`config.mk`:
```
export PLATFORM = sky130hd
export DESIGN_NAME = glyph_loader
export DESIGN_NICKNAME = d
export VERILOG_FILES = /design/src/rtl/glyph_pkg.sv /design/src/rtl/glyph_row_buf.sv /design/src/rtl/glyph_loader.sv
export SDC_FILE = /design/constraint.sdc
export NUM_CORES = 1
export LEC_CHECK = 0
export CAP_MARGIN = 20
export CORE_UTILIZATION = 32
export CTS_BUF_LIST = sky130_fd_sc_hd__clkbuf_16
export DETAILED_ROUTE_END_ITERATION = 16
export GPL_ROUTABILITY_DRIVEN = 0
export GPL_TIMING_DRIVEN = 0
export PLACE_DENSITY = 0.59
export SYNTH_ARGS = -nofsm -noshare
export SYNTH_HDL_FRONTEND = slang
export SYNTH_SLANG_ARGS = --single-unit
export TNS_END_PERCENT = 1
```
`constraint.sdc`:
```
create_clock -name clk -period 6.1 [get_ports clk]
set_input_delay 1.22 -clock clk [delete_from_list [all_inputs] [get_ports clk]]
set_output_delay 1.22 -clock clk [all_outputs]
set_load 0.02 [all_outputs]
```
`src/rtl/glyph_pkg.sv`:
```
// Shared definitions for the glyph loader.
//   GLYPH_HDR  : byte value that opens a glyph packet
//   GLYPH_ROWS : rows per glyph (one byte per row)
//   ROW_W      : width of a row index
//   ADDR_W     : glyph memory address width, {ascii[7:0], row[3:0]}
package glyph_pkg;

  localparam logic [7:0] GLYPH_HDR  = 8'h47;
  localparam int         GLYPH_ROWS = 16;
  localparam int         ROW_W      = 4;
  localparam int         ADDR_W     = 12;

  // state   | meaning
  // IDLE    | hunting for the header byte, non-header bytes dropped
  // CODE    | next byte is the ascii code
  // ROWS    | collecting row bytes into the row buffer
  // CSUM    | next byte is the checksum
  // COMMIT  | streaming buffered rows to glyph memory, input stalled
  typedef enum logic [2:0] {
    ST_IDLE   = 3'd0,
    ST_CODE   = 3'd1,
    ST_ROWS   = 3'd2,
    ST_CSUM   = 3'd3,
    ST_COMMIT = 3'd4
  } glyph_state_e;

  function automatic logic [ADDR_W-1:0] glyph_addr(input logic [7:0] ascii,
                                                   input logic [ROW_W-1:0] row);
    return {ascii, row};
  endfunction

endpackage

```
`src/rtl/glyph_row_buf.sv`:
```
// 16x8 row buffer: one synchronous write port, one combinational read port.
//   clk     : clock
//   wr_en   : write strobe
//   wr_row  : row index written
//   wr_data : row bitmap written
//   rd_row  : row index read
//   rd_data : row bitmap at rd_row
// Contents are not reset; a packet is only committed after all rows have
// been rewritten, so stale data is never observable.
module glyph_row_buf
  import glyph_pkg::*;
(
  input  logic             clk,
  input  logic             wr_en,
  input  logic [ROW_W-1:0] wr_row,
  input  logic [7:0]       wr_data,
  input  logic [ROW_W-1:0] rd_row,
  output logic [7:0]       rd_data
);

  logic [7:0] mem [GLYPH_ROWS];

  always_ff @(posedge clk) begin
    if (wr_en) begin
      mem[wr_row] <= wr_data;
    end
  end

  assign rd_data = mem[rd_row];

endmodule

```
`src/rtl/glyph_loader.sv`:
```
// Glyph packet loader: receives HDR, ascii, ROWS row bytes and an XOR
// checksum, buffers the rows, and only after the checksum matches writes
// them to glyph memory one row per cycle.
//   clk      : clock
//   resetn   : asynchronous active-low reset
//   in_data  : incoming packet byte
//   in_valid : in_data valid
//   in_ready : byte accepted when in_valid && in_ready
//   wr_addr  : glyph memory address {ascii, row}
//   wr_data  : row bitmap, bit n = pixel column n
//   wr_en    : glyph memory write strobe
//   done     : one-cycle pulse after a commit
//   err      : one-cycle pulse on checksum mismatch
//   busy     : high outside IDLE
//
// state   | meaning
// IDLE    | waiting for HDR, other bytes discarded
// CODE    | capture ascii code, seed running XOR
// ROWS    | buffer row bytes, accumulate XOR
// CSUM    | compare checksum byte against running XOR
// COMMIT  | write rows 1..15 (row 0 is issued on checksum acceptance)
module glyph_loader
  import glyph_pkg::*;
#(
  parameter logic [7:0] HDR  = GLYPH_HDR,
  parameter int         ROWS = GLYPH_ROWS
) (
  input  logic              clk,
  input  logic              resetn,
  input  logic [7:0]        in_data,
  input  logic              in_valid,
  output logic              in_ready,
  output logic [ADDR_W-1:0] wr_addr,
  output logic [7:0]        wr_data,
  output logic              wr_en,
  output logic              done,
  output logic              err,
  output logic              busy
);

  localparam logic [ROW_W-1:0] LAST_ROW = ROW_W'(ROWS - 1);
  localparam logic [ROW_W-1:0] ONE_ROW  = ROW_W'(1);

  glyph_state_e      state_q, state_d;
  logic [ROW_W-1:0]  row_q, row_d;
  logic [7:0]        csum_q, csum_d;
  logic [7:0]        ascii_q, ascii_d;
  logic [ADDR_W-1:0] wr_addr_d;
  logic [7:0]        wr_data_d;
  logic              wr_en_d, done_d, err_d;

  logic              accept;
  logic              buf_we;
  logic [ROW_W-1:0]  buf_rd_row;
  logic [7:0]        buf_rd_data;
  logic [ROW_W-1:0]  row_next;

  assign in_ready = (state_q != ST_COMMIT);
  assign busy     = (state_q != ST_IDLE);
  assign accept   = in_valid && in_ready;
  assign row_next = row_q + ONE_ROW;

  // Outputs are registered, so the row being presented next cycle must be
  // read one step ahead: row 0 while in CSUM, row_q+1 while in COMMIT.
  assign buf_rd_row = (state_q == ST_COMMIT) ? row_next : row_q;

  glyph_row_buf u_row_buf (
    .clk     (clk),
    .wr_en   (buf_we),
    .wr_row  (row_q),
    .wr_data (in_data),
    .rd_row  (buf_rd_row),
    .rd_data (buf_rd_data)
  );

  always_ff @(posedge clk or negedge resetn) begin
    if (!resetn) begin
      state_q <= ST_IDLE;
    end else begin
      state_q <= state_d;
    end
  end

  always_ff @(posedge clk or negedge resetn) begin
    if (!resetn) begin
      row_q   <= '0;
      csum_q  <= '0;
      ascii_q <= '0;
      wr_addr <= '0;
      wr_data <= '0;
      wr_en   <= 1'b0;
      done    <= 1'b0;
      err     <= 1'b0;
    end else begin
      row_q   <= row_d;
      csum_q  <= csum_d;
      ascii_q <= ascii_d;
      wr_addr <= wr_addr_d;
      wr_data <= wr_data_d;
      wr_en   <= wr_en_d;
      done    <= done_d;
      err     <= err_d;
    end
  end

  always_comb begin
    state_d   = state_q;
    row_d     = row_q;
    csum_d    = csum_q;
    ascii_d   = ascii_q;
    wr_addr_d = wr_addr;
    wr_data_d = wr_data;
    wr_en_d   = 1'b0;
    done_d    = 1'b0;
    err_d     = 1'b0;
    buf_we    = 1'b0;

    case (state_q)
      ST_IDLE: begin
        if (accept && (in_data == HDR)) begin
          state_d = ST_CODE;
          row_d   = '0;
          csum_d  = '0;
        end
      end

      ST_CODE: begin
        if (accept) begin
          ascii_d = in_data;
          csum_d  = in_data;
          state_d = ST_ROWS;
        end
      end

      ST_ROWS: begin
        if (accept) begin
          buf_we = 1'b1;
          csum_d = csum_q ^ in_data;
          row_d  = row_next;
          if (row_q == LAST_ROW) begin
            state_d = ST_CSUM;
            row_d   = '0;
          end
        end
      end

      ST_CSUM: begin
        if (accept) begin
          if (in_data == csum_q) begin
            state_d   = ST_COMMIT;
            wr_en_d   = 1'b1;
            wr_addr_d = glyph_addr(ascii_q, row_q);
            wr_data_d = buf_rd_data;
          end else begin
            state_d = ST_IDLE;
            err_d   = 1'b1;
          end
        end
      end

      ST_COMMIT: begin
        if (row_q == LAST_ROW) begin
          state_d = ST_IDLE;
          done_d  = 1'b1;
          row_d   = '0;
        end else begin
          row_d     = row_next;
          wr_en_d   = 1'b1;
          wr_addr_d = glyph_addr(ascii_q, row_next);
          wr_data_d = buf_rd_data;
        end
      end

      default: begin
        state_d = ST_IDLE;
      end
    endcase
  end

endmodule
```
Yosys cells after proc, flatten, opt, wreduce, memory -nomap -nowiden
Memory sizes are Yosys's and may differ from the RTL's.
Cells that the tools add are included.
- $add $sub $neg: 1
- multipliers: 0
- divide/modulo/power cells: 0
- magnitude comparators: 0
- eq/ne operators: 16
- shift-type cells: 0
- muxes and demuxes: 38
- bitwise operators: 1
- reduce and logical (&&, ||, !) cells: 12
- operator list (cell ; number):
    8-bit two-way mux ; 6
    12-bit two-way mux ; 3
    12-bit one-hot mux with 2 select lines ; 1
    8-bit one-hot mux with 3 select lines ; 1
    3-bit two-way mux ; 7
    4-bit two-way mux ; 4
    8-bit one-hot mux with 2 select lines ; 1
    3-bit one-hot mux with 5 select lines ; 1
    2-bit inequality test, second input constant ; 7
    1-bit two-way mux ; 12
    4-bit one-hot mux with 3 select lines ; 1
    3-bit nonzero test ; 3
    8-bit by 7-bit equality test with 1-bit output, second input constant ; 1
    8-bit equality test ; 1
    4-bit AND reduction ; 2
    8-bit XOR ; 1
    3-bit by 2-bit equality test with 1-bit output, second input constant ; 2
    6-bit AND reduction ; 1
    4-bit by 1-bit adder with 4-bit output, second input constant ; 1
    4-bit equality test, second input constant ; 1
    3-bit by 1-bit equality test with 1-bit output, second input constant ; 1
    3-bit equality test, second input constant ; 1
    3-bit logical NOT ; 1
    3-bit inequality test, second input constant ; 1
    6 further kinds ; 7
- register bits after elaboration: 46
- bits in latches: 0
- memory bits (writable): 128
- bits in read-only memories: 0
- input port bits: 11
- output and inout bits: 25
- logic and storage cells: 78
- memories kept: 1
- memory list (memory ; depth ; bits a word ; rd ports ; clocked after memory_dff ; wr ports ; RTL line ; text):
    u_row_buf.mem ; 16 ; 8 ; 1 ; 0 ; 1 ; glyph_row_buf.sv:21 ; logic [7:0] mem [GLYPH_ROWS];

Longest topological paths before layout
- depth in word-level cells: 6
- mapped depth: 12
- mapped depth without buffers: 8

By module
A second synthesis with hierarchy kept.
- cell total of the unflattened synthesis: 411
- area, all modules: 7349.5 µm²
- by module, submodules not included (module ; times used ; cells each ; area an instance (µm²) ; seq. area each (µm²)):
    glyph_row_buf ; 1 ; 221 ; 4987.3 ; 3843.7
    glyph_loader ; 1 ; 190 ; 2362.3 ; 1151.1

Least setup slack after synthesis
OpenSTA, ideal clock, no wires.
- path type: flip-flop to flip-flop
- start point: register row_q[1]
- end point: register wr_data[3]
- setup time: 0.126 ns
- arrival time: 3.083 ns
- required time: 5.974 ns
- slack: 2.891 ns
- cell stages (with the launch flop): 13
- buffers on the path: 5
- clock period less this slack: 3.209 ns
- cell sequence: dfrtp_1 -> buf_2 -> clkbuf_1 -> clkbuf_1 -> inv_1 -> ha_1 -> or4b_1 -> buf_2 -> a2bb2oi_2 -> buf_6 -> o221ai_2 -> o21ai_1 -> o32a_1
- cells in the longest elaborated chain, start to end: 6
- elaborated cells on any way between the ends: 10
- classes of those cells: add/sub (1); eq/ne (2); mux (5); reduce/logical (1); memory (1)
- ends and longest elaborated chain (item ; RTL line ; text):
    start: declaration ; glyph_loader.sv:45 ; logic [ROW_W-1:0] row_q, row_d;
    start signal: assignment ; glyph_loader.sv:95 ; row_q <= row_d;
    4-bit by 1-bit adder with 4-bit output ; glyph_loader.sv:61 ; assign row_next = row_q + ONE_ROW;
    4-bit two-way mux ; glyph_loader.sv:65 ; assign buf_rd_row = (state_q == ST_COMMIT) ? row_next : row_q;
    memory 16 x 8 bit ; - ;
    8-bit two-way mux ; glyph_loader.sv:149 ; if (in_data == csum_q) begin
    8-bit two-way mux ; glyph_loader.sv:148 ; if (accept) begin
    8-bit one-hot mux with 2 select lines ; glyph_loader.sv:118 ; case (state_q)
    end signal: assignment ; glyph_loader.sv:99 ; wr_data <= wr_data_d;
    end: declaration ; glyph_loader.sv:34 ; output logic [7:0] wr_data,
Parallel ways exist; a longest one is shown, timed or not. The select of a mux whose other input is x is not followed.
A chain may end at the register's enable or synchronous reset.

Worst setup path after layout
- start point: register row_q[1]
- end point: register wr_data[7]
Same word-level chain as after synthesis.

==> key figures <==
Synthesis
  • Average cell area after synthesis: 13.7 um^2
  • Sequential cell area fraction in the yosys report: 61.2%
  • Cell with the most instances after synthesis: edfxtp_1
  • Top post-synthesis cells by area: edfxtp_1 (47%), dfrtp_1 (14%), mux2i_1 (4.7%), mux4_2 (4.4%), mux2_2 (3.5%)
  • Post-Syn Nets: 611
  • Share of flip-flops with an asynchronous set or reset: 26.4%
  • Cell variety after synth: 61
  • Post-synth EDFFs: 128
  • Cell count after synthesis: 596
  • Mapped cell area: 0.00816 mm^2
  • Commonest cells post-synth: edfxtp_1 (128), dfrtp_1 (46), mux2i_1 (38), nand2_1 (32), nor2_1 (31)
  • Syn. warnings: 0
  • Yosys top cell area share: 47.1%
  • Seq cells post-synth: 174
  • Top_reg_cell synth: edfxtp_1
  • Area leader, netlist: edfxtp_1

Power
  • Overall power: 3670 uW
  • PD cells: 382 mW/mm^2
  • Max VDD drop: 0.000235 V
  • Leakage power: 0.00331 uW

Drt
  • Initial DRT Pass Iterations: 5
  • WL final: 21900 um
  • DRC: 0
  • Vias/cell: 5.51
  • Number of routed nets with antenna violations: 0
  • Via count: 5510
  • DR iter-0 viols: 643
  • Wire per inst: 21.9 um

STA
  • Total negative slack: 0 ns
  • Fin crit period: 4.52 ns
  • Unrepaired setup endpoints after global routing: no
  • Final number of max-transition violations: 0
  • Final Hold Viols: 0
  • Relative slew slack: 26.5%
  • Final setup violation count: 0
  • Min Hold Slack: 0.505 ns
  • Least-Margin Pin Slew: 1.10 ns
  • Tcrit/Tclk final: 74.1%
  • Fmax: 221 MHz
  • Worst Skew: 0.00884 ns

Place
  • Post-DP HPWL: 14600 um
  • Port bufs: 35

Setup path
  • Critical path peak fanout: 10
  • Arrival time at the worst endpoint: 4.85 ns
  • Most Frequent Cell on Critical Path: clkbuf_1
  • CP endpoint kind: flip-flop
  • Crit path cell chain: buf_2 > clkbuf_1 > clkbuf_1 > inv_1 > ha_1 > buf_1 > mux4_2 > mux2i_1 > o21ai_0 > o32a_1
  • Critical path buffers and inverters: 5
  • R2R Setup Slk: 1.58 ns
  • CP top delay family: buffers and inverters
  • WS Path Type: reg2reg
  • Startpoint Class: flip-flop
  • Worst path slowest cell: buf_1
  • Critical Path Max Stage Delay: 0.66 ns
  • Worst Path Required: 6.43 ns

CTS
  • Clock buffer depth: 2
  • CTS tree: yes
  • Post-CTS setup repair buffer count: 0
  • Number of buffers created by CTS: 17
  • H-tree levels: 4
  • Clock Pin Slew Worst Setup and Hold Paths: 0.07 ns
  • Worst-Skew Late Latency: 0.44 ns
  • Clock root buffer master: clkbuf_16
  • PostCTS Resize Cnt: 0
  • # clock sinks: 174
  • Hold_buf cts: 0

Layout
  • Multi-input logic area: 0.00297 mm^2
  • # fillers: 2403
  • Antenna Cells: 0
  • Count of nets after finishing: 672
  • Final Core Density: 38.2%
  • Synthesis-to-finish area growth: 17.7%
  • Share of layout cells above drive strength 1: 18.8%
  • Reg area: 0.00499 mm^2

Run
  • Max Cap Violations: 0

Global route
  • Largest net degree at the start of global routing: 27
  • Initial antenna violation count: 0
  • Vias in the first global route: 5419
  • GRT Util Overall: 17.5%
  • First-pass GRT wire length: 33000 um
  • Remaining Overflow, GRT: 0

Die
  • Die Span X: 162 um
  • Initial Util: 32.5%
  • Core Rows: 58
  • Io pins: 36
  • Std-Cell Core Area: 0.0251 mm^2
  • Overall die height: 162 um
  • Die area: 0.0261 mm^2

Run status
  • Status: complete, no violations

Min path
  • HP Class: reg2reg
-- flip-flops by register name, summed over array words and instances (netlist names) --
name           flops
done               1
err                1
ascii_q            8
wr_addr           12
row_q              4
wr_en              1
csum_q             8
state_q            3
wr_data            8
u_row_buf.mem    128
-- cell usage in the layout (no fill, tap or decap), types with 19 or more instances in the layout --
master | netlist | layout
buf_2 | 20 | 22
nor2_1 | 31 | 31
dfrtp_1 | 46 | 46
nand2_1 | 32 | 32
mux2_2 | 25 | 25
o22ai_1 | 19 | 19
o21ai_0 | 23 | 23
clkdlybuf4s50_1 | 0 | 34
mux2i_1 | 38 | 38
edfxtp_1 | 128 | 128
-- path summary, 6_finish.rpt --
path,depth (start not counted),from,end
setup / recovery,10,row_q[1],wr_data[7]
hold / removal,1,wr_addr[10],wr_addr[10]
setup reg to reg,10,row_q[1],wr_data[7]
hold reg to reg,1,wr_addr[10],wr_addr[10]
max in group asynchronous,2,resetn,wr_addr[1]
min in group asynchronous,1,resetn,csum_q[3]
-- worst register-to-register path, cell delays in order, from the launching register on --
cell and delay (ns):
dfrtp_1 0.38, buf_2 0.32, clkbuf_1 0.58, clkbuf_1 0.61
inv_1 0.19, ha_1 0.48, buf_1 0.66, mux4_2 0.41
mux2i_1 0.19, o21ai_0 0.23, o32a_1 0.35
-- power by group --
part / internal, uW / switching [uW]
clock network: 600 / 465
registers: 1380 / 57.4
logic: 484 / 688
total: 2460 / 1210
-- per-stage QoR --
stage,area [um^2],setup WS (ns),std cells
after floorplan,8160,2.89,596
after global placement,8920,1.67,961
after detailed placement,9030,1.72,968
after CTS,9600,1.69,1000
after global routing,9600,1.46,1000
final,9600,1.58,1000
-- layer usage --
| layer | vias to the layer above | GRT usage [%] | part of all wire [%] |
|---|---|---|---|
| met3 | 28 | 4.03 | 6.9 |
| met5 | - | 0 | 0 |
| met2 | 210 | 27.5 | 47 |
| met4 | 0 | 5.87 | 1.8 |
| met1 | 2809 | 23.6 | 44 |
| li1 | 2463 | - | - |
-- logic make-up after synthesis --
logic type	Yosys count	share of synthesized area, %
adder cells (fa/ha/maj)	4	0.614
AO/OA/AOI/OAI	137	12.1
XOR/XNOR	12	1.29
buffers and inverters	48	2.98
flip-flops	174	61.2
multiplexers	79	12.5
AND/OR/NAND/NOR	142	9.27
-- cell type report --
type                    count  area share (%)
repair buffers             42            4.25
multi-input cells         374            30.9
plain buffers              40            2.22
well taps                 330            4.30
inverters                   8           0.313
flip-flops and latches    174            52.0
clock inverters            15            1.53
clock buffers              17            4.43
(Power assumes the default switching activity.)
